--- config.mk ---
export PLATFORM = sky130hd
export DESIGN_NAME = dc_data_array_param
export DESIGN_NICKNAME = d
export VERILOG_FILES = /design/src/rtl/dc_pkg.sv /design/src/rtl/dc_way_bank.sv /design/src/rtl/dc_data_array_param.sv
export SDC_FILE = /design/constraint.sdc
export NUM_CORES = 2
export LEC_CHECK = 0
export ABC_AREA = 0
export CAP_MARGIN = 20
export CORE_AREA = 2 2 669 471
export DETAILED_ROUTE_END_ITERATION = 12
export DIE_AREA = 0 0 671 473
export DONT_BUFFER_PORTS = 1
export PLACE_DENSITY = 0.7
export SLEW_MARGIN = 30
export SYNTH_ARGS = -nofsm -noshare
export SYNTH_HDL_FRONTEND = slang
export SYNTH_SLANG_ARGS = --single-unit
--- constraint.sdc ---
create_clock -name clk -period 4.95 [get_ports clk]
set_clock_uncertainty 0.05 [all_clocks]
set_input_delay 0.495 -clock clk [delete_from_list [all_inputs] [get_ports clk]]
set_output_delay 0.495 -clock clk [all_outputs]
set_load 0.05 [all_outputs]
--- src/rtl/dc_pkg.sv ---
// Shared definitions for the parameterised data-cache data array.
//   dc_state_e     : controller state encoding (INIT / RUN / FILL)
//   DC_*           : default geometry of the array
//   dc_clog2_min1  : log2 that never returns a zero width
package dc_pkg;

   typedef enum logic [1:0] {
      ST_INIT = 2'd0,
      ST_RUN  = 2'd1,
      ST_FILL = 2'd2
   } dc_state_e;

   localparam int DC_WAYS       = 2;
   localparam int DC_SETS       = 16;
   localparam int DC_LINE_BYTES = 16;
   localparam int DC_FILL_BYTES = 4;

   function automatic int dc_clog2_min1(input int n);
      return (n > 1) ? $clog2(n) : 1;
   endfunction

endpackage

--- src/rtl/dc_way_bank.sv ---
// Storage for one way of the data array: SETS lines of LINE_BYTES bytes.
// Ports:
//   clk_i        clock, write happens on the rising edge
//   we_i         write enable
//   wr_index_i   set written
//   wr_mask_i    per-byte write enables
//   wr_data_i    full-line write data (only masked bytes land)
//   rd_index_i   set read (combinational read)
//   rd_data_o    contents of set rd_index_i
module dc_way_bank #(
   parameter  int SETS       = 16,
   parameter  int LINE_BYTES = 16,
   localparam int IW         = $clog2(SETS),
   localparam int LW         = LINE_BYTES * 8
) (
   input  logic                  clk_i,
   input  logic                  we_i,
   input  logic [IW-1:0]         wr_index_i,
   input  logic [LINE_BYTES-1:0] wr_mask_i,
   input  logic [LW-1:0]         wr_data_i,
   input  logic [IW-1:0]         rd_index_i,
   output logic [LW-1:0]         rd_data_o
);

   logic [LW-1:0] mem_q [SETS];

   // No reset: the controller clears every line during INIT.
   always_ff @(posedge clk_i) begin
      if (we_i) begin
         for (int b = 0; b < LINE_BYTES; b++) begin
            if (wr_mask_i[b]) begin
               mem_q[wr_index_i][b*8 +: 8] <= wr_data_i[b*8 +: 8];
            end
         end
      end
   end

   assign rd_data_o = mem_q[rd_index_i];

endmodule

--- src/rtl/dc_data_array_param.sv ---
// Parameterised data-cache data array: WAYS banks of SETS lines, a registered
// all-ways read port with write-first forwarding, a masked core write port and
// a beat-wise line fill engine. After reset the array zeroes itself one set per
// cycle before accepting traffic.
// Ports:
//   clk, rst                         clock, synchronous active-high reset
//   ready                            high only while idle in RUN
//   rd_en, rd_index                  read request (all ways of one set)
//   rd_valid, rd_data                registered read response, one cycle later
//   wr_en, wr_index, wr_way,
//   wr_mask, wr_data                 core write (RUN only)
//   fill_start, fill_index, fill_way begin a line fill (RUN only)
//   fill_valid, fill_data            fill beats (FILL only)
//   fill_done                        one-cycle pulse after the last beat
//
// state   | meaning
// --------+--------------------------------------------------------------
// ST_INIT | zeroing set init_cnt_q across all ways, one set per cycle
// ST_RUN  | idle; serves reads, core writes and fill starts
// ST_FILL | writing fill beats into the latched line; reads still served
module dc_data_array_param
   import dc_pkg::*;
#(
   parameter  int WAYS       = DC_WAYS,
   parameter  int SETS       = DC_SETS,
   parameter  int LINE_BYTES = DC_LINE_BYTES,
   parameter  int FILL_BYTES = DC_FILL_BYTES,
   localparam int IW         = $clog2(SETS),
   localparam int WW         = dc_clog2_min1(WAYS),
   localparam int LW         = LINE_BYTES * 8,
   localparam int FW         = FILL_BYTES * 8
) (
   input  logic                  clk,
   input  logic                  rst,
   output logic                  ready,
   input  logic                  rd_en,
   input  logic [IW-1:0]         rd_index,
   output logic                  rd_valid,
   output logic [WAYS*LW-1:0]    rd_data,
   input  logic                  wr_en,
   input  logic [IW-1:0]         wr_index,
   input  logic [WW-1:0]         wr_way,
   input  logic [LINE_BYTES-1:0] wr_mask,
   input  logic [LW-1:0]         wr_data,
   input  logic                  fill_start,
   input  logic [IW-1:0]         fill_index,
   input  logic [WW-1:0]         fill_way,
   input  logic                  fill_valid,
   input  logic [FW-1:0]         fill_data,
   output logic                  fill_done
);

   localparam int NB = LINE_BYTES / FILL_BYTES;
   localparam int BW = dc_clog2_min1(NB);

   typedef logic [WAYS-1:0][LW-1:0] line_set_t;

   dc_state_e        state_q;
   logic [IW-1:0]    init_cnt_q;
   logic [BW-1:0]    beat_q;
   logic [IW-1:0]    fill_index_q;
   logic [WW-1:0]    fill_way_q;
   logic             fill_done_q;
   logic             rd_valid_q;
   line_set_t        rd_data_q;
   line_set_t        rd_data_d;

   logic [WAYS-1:0]       bank_we;
   logic [IW-1:0]         bank_idx;
   logic [LINE_BYTES-1:0] bank_mask;
   logic [LW-1:0]         bank_wdata;
   line_set_t             bank_rdata;

   // Single shared write port: INIT, core writes and fill beats are mutually
   // exclusive by state, so one index/mask/data bus feeds every bank and only
   // the per-way enable differs.
   always_comb begin
      bank_we    = '0;
      bank_idx   = wr_index;
      bank_mask  = '0;
      bank_wdata = '0;
      unique case (state_q)
         ST_INIT: begin
            bank_we   = '1;
            bank_idx  = init_cnt_q;
            bank_mask = '1;
         end
         ST_RUN: begin
            if (wr_en) begin
               bank_idx   = wr_index;
               bank_mask  = wr_mask;
               bank_wdata = wr_data;
               for (int w = 0; w < WAYS; w++) begin
                  if (int'(wr_way) == w) bank_we[w] = 1'b1;
               end
            end
         end
         ST_FILL: begin
            if (fill_valid) begin
               bank_idx   = fill_index_q;
               bank_wdata = {NB{fill_data}};
               for (int b = 0; b < LINE_BYTES; b++) begin
                  bank_mask[b] = ((b / FILL_BYTES) == int'(beat_q));
               end
               for (int w = 0; w < WAYS; w++) begin
                  if (int'(fill_way_q) == w) bank_we[w] = 1'b1;
               end
            end
         end
         default: ;
      endcase
   end

   for (genvar w = 0; w < WAYS; w++) begin : g_way
      dc_way_bank #(
         .SETS       (SETS),
         .LINE_BYTES (LINE_BYTES)
      ) u_bank (
         .clk_i      (clk),
         .we_i       (bank_we[w]),
         .wr_index_i (bank_idx),
         .wr_mask_i  (bank_mask),
         .wr_data_i  (bank_wdata),
         .rd_index_i (rd_index),
         .rd_data_o  (bank_rdata[w])
      );
   end

   // Write-first: bytes being written this edge to the set being read are
   // taken from the write bus instead of the (still old) bank contents.
   always_comb begin
      rd_data_d = bank_rdata;
      for (int w = 0; w < WAYS; w++) begin
         if (bank_we[w] && (bank_idx == rd_index)) begin
            for (int b = 0; b < LINE_BYTES; b++) begin
               if (bank_mask[b]) rd_data_d[w][b*8 +: 8] = bank_wdata[b*8 +: 8];
            end
         end
      end
   end

   always_ff @(posedge clk) begin
      if (rst) begin
         state_q      <= ST_INIT;
         init_cnt_q   <= '0;
         beat_q       <= '0;
         fill_index_q <= '0;
         fill_way_q   <= '0;
         fill_done_q  <= 1'b0;
         rd_valid_q   <= 1'b0;
         rd_data_q    <= '0;
      end else begin
         fill_done_q <= 1'b0;
         rd_valid_q  <= rd_en && (state_q != ST_INIT);
         if (rd_en && (state_q != ST_INIT)) rd_data_q <= rd_data_d;

         unique case (state_q)
            ST_INIT: begin
               init_cnt_q <= init_cnt_q + 1'b1;
               if (init_cnt_q == IW'(SETS - 1)) state_q <= ST_RUN;
            end
            ST_RUN: begin
               if (fill_start) begin
                  fill_index_q <= fill_index;
                  fill_way_q   <= fill_way;
                  beat_q       <= '0;
                  state_q      <= ST_FILL;
               end
            end
            ST_FILL: begin
               if (fill_valid) begin
                  beat_q <= beat_q + 1'b1;
                  if (beat_q == BW'(NB - 1)) begin
                     fill_done_q <= 1'b1;
                     state_q     <= ST_RUN;
                  end
               end
            end
            default: state_q <= ST_INIT;
         endcase
      end
   end

   assign ready     = (state_q == ST_RUN);
   assign rd_valid  = rd_valid_q;
   assign rd_data   = rd_data_q;
   assign fill_done = fill_done_q;

endmodule
==> flow_summary.ini <==
[detailed_routing]
drtIter0Drc = 12933
vias = 88488
wl_per_cell_um = 35.42
ant_nets = 0
routed_wl_um = 468900
drc = 0
drtPass1Iterations = 6
vias_per_cell = 6.683

[layout]
final_common_cell = edfxtp_1
final_util = 0.6140
fin_area_sq_um = 191500
final_net_count = 8908
drive_above_1_share = 0.2652
synthToLayoutAreaGrowth_pct = 12.25
layout_common_cells = 4,096 x edfxtp_1, 1,280 x mux4_2, 778 x nor2_1, 413 x clkbuf_16, 375 x nand2_1

[global_routing]
overflow = 0
grt_pass1_wl_um = 657300
antenna_found_initial = 24
gr-usage-all-layers = 0.2933
grt_pass1_vias = 85640
grt_max_degree = 1026

[clock_tree]
clock_latency_ns = 0.94
numCtsBuffers = 405
h-tree-depth = 5
numClockSinks = 4367
clkSlewWorstSetupHoldPaths_ns = 0.07
cts_buffer_depth = 4
ctsRootBufferMaster = clkbuf_16
cts_tree = built

[timing]
relSlewSlack = 0.05265
period_needed_ns = 4.660
hold_viol_final = 0
tightest_slew_ns = 1.421
finalCritPeriodShare = 0.9414
hold_ws_ns = 0.07147
finalSetupViolCount = 0
slew_viol_final = 0
rsz0062_at_grt = false
fmax_mhz = 214.6

[setup_path]
cp_slowest_cell = or4_4
cp_max_fo = 75
cp_num_buf_inv = 3
critPathCaptureType = register
path_class = reg2reg
worst_path_largest_cell_delay_ns = 0.98
cp_cell_sequence = inv_1 -> ha_1 -> nor2_1 -> a221oi_2 -> xnor2_1 -> or4_4 -> buf_12 -> or3_1 -> a311oi_1 -> dlygate4sd3_1
start_kind = register
critPathRequiredTime_ns = 5.77
arrival_ns = 5.48
critPathTopFamily = simple AND/OR/NAND/NOR gates

[logic_synthesis]
synth-edff-count = 4096
syn_inst = 8454
syn_area_per_cell_sq_um = 20.18
ys_seq_area_frac = 0.7529
synth_seq_cells = 4367
synthFlopType = edfxtp_1
async_flop_share = 0
yosys_warnings = 0
syn_area_sq_um = 170600
ys_types = 41
synth_fp_nets = 8661

[power_and_ir_drop]
p_leak_nw = 66.35
power_density_nw_per_um2 = 430.5
peakVddDrop_mv = 0.3337

[floorplanning]
dieArea_sq_um = 317400
die_h_um = 473
io_pins = 455
rows = 172
die_x_um = 671
core_area_sq_um = 311800
initial_core_util = 0.5470

[placement]
routabilityCongestion = 0.8633
dpl.hpwl_um = 287800
place_area_sq_um = 177500
portBuffers = 0

[status]
outcome = finished clean

[min_path]
hp-class = in2reg

[flow_run]
max_cap_violations = 0
==> timing repair <==
item,4_1_cts,5_1_grt
resized for setup,0,0
endpoints found under the hold margin,350,56
hold buffers,52,1
setup buffers,0,0
==> power by group <==
group / switching [mW] / internal, mW
Sequential: 1.12 / 42.6
Combinational: 4.87 / 2.69
Clock: 13.5 / 17.6
Total: 19.5 / 62.9
==> path summary, 6_finish.rpt <==
path / cells after the start / start / slack (ns) / endpoint
hold reg to reg: 2 / fill_way_q / 0.43 / fill_way_q
setup / recovery: 10 / state_q[0] / 0.29 / rd_data[186]
setup reg to reg: 10 / state_q[0] / 0.29 / rd_data[186]
hold / removal: 3 / wr_data[3] / 0.07 / g_way[0].u_bank.mem_q[3][3]
==> Yosys cell counts, drive strengths merged (4+ instances only) <==
library cell	count	area (sq um)
mux4	1280	28830
inv	108	405.4
a21oi	9	45.04
a221oi	5	68.82
and2	13	81.33
nand3	45	225.2
o211a	4	40.04
nand4	6	37.54
o21ai	257	1286
edfxtp	4096	123000
a311oi	223	1953
or3	180	1126
nor2	782	2935
xnor2	5	43.79
a31oi	28	175.2
nand2	399	1498
buf	128	504.2
a41oi	7	61.31
a31o	4	35.03
ha	11	137.6
nor2b	5	31.28
a211oi	33	247.7
mux2	4	45.04
dfxtp	271	5425
clkbuf	483	1813
a21boi	38	285.3
a21o	16	120.1
==> flip-flops by register name (all words and copies together), names as in the netlist, 2 cells and up <==
name,cells
state_q,2
rd_data,256
init_cnt_q,4
g_way.u_bank.mem_q,4096
beat_q,2
fill_index_q,4
==> metrics by stage <==
step                      setup slack (ns)  setup TNS, ns  power [mW]  cells
after global routing               0.06484              0       84.51  13229
after CTS                           0.3388              0       82.40  13208
after floorplan                      1.046              0       48.81   8454
final                               0.2901              0       82.42  13241
after detailed placement            0.4043              0       51.74  12407
after global placement            -0.02241        -0.2037       51.48  12400
==> area by class of cell <==
| cell class | count | area, sq um |
|---|---|---|
| clock inverter | 217 | 2093 |
| sequential | 4367 | 128400 |
| tap | 4176 | 5225 |
| multi-input combinational | 3368 | 39880 |
| fill | 21011 | 120400 |
| timing repair buffer | 451 | 4354 |
| antenna | 22 | 55.05 |
| inverter | 108 | 405.4 |
| clock buffer | 532 | 11020 |
==> logic make-up (layout without fill, tap and decap cells) <==
family                   count (synthesis)  in the layout  share of synthesized area
flip-flops                            4367           4367                     0.7529
buffers and inverters                  719           1308                    0.01596
AO/OA/AOI/OAI                          627            627                    0.02546
multiplexers                          1286           1286                     0.1694
XOR/XNOR                                 7              7                  0.0003595
AND/OR/NAND/NOR                       1437           1437                    0.03507
other                                    0             22                          0
adder cells (fa/ha/maj)                 11             11                  0.0008069
==> layer usage <==
metal  global-route usage  share of wire  up-vias
li1                     -              -    35240
met1               0.4196           0.38    46780
met2               0.4229           0.44     5587
met3              0.07709           0.12      879
met4               0.1476          0.059        2
met5            0.0009058       0.000045        -
==> worst min-delay path, cell delays in order <==
cell	delay, ns
nand2_1	0.06
a21boi_2	0.05
buf_4	0.23
Power figures use the tool's default switching activity.
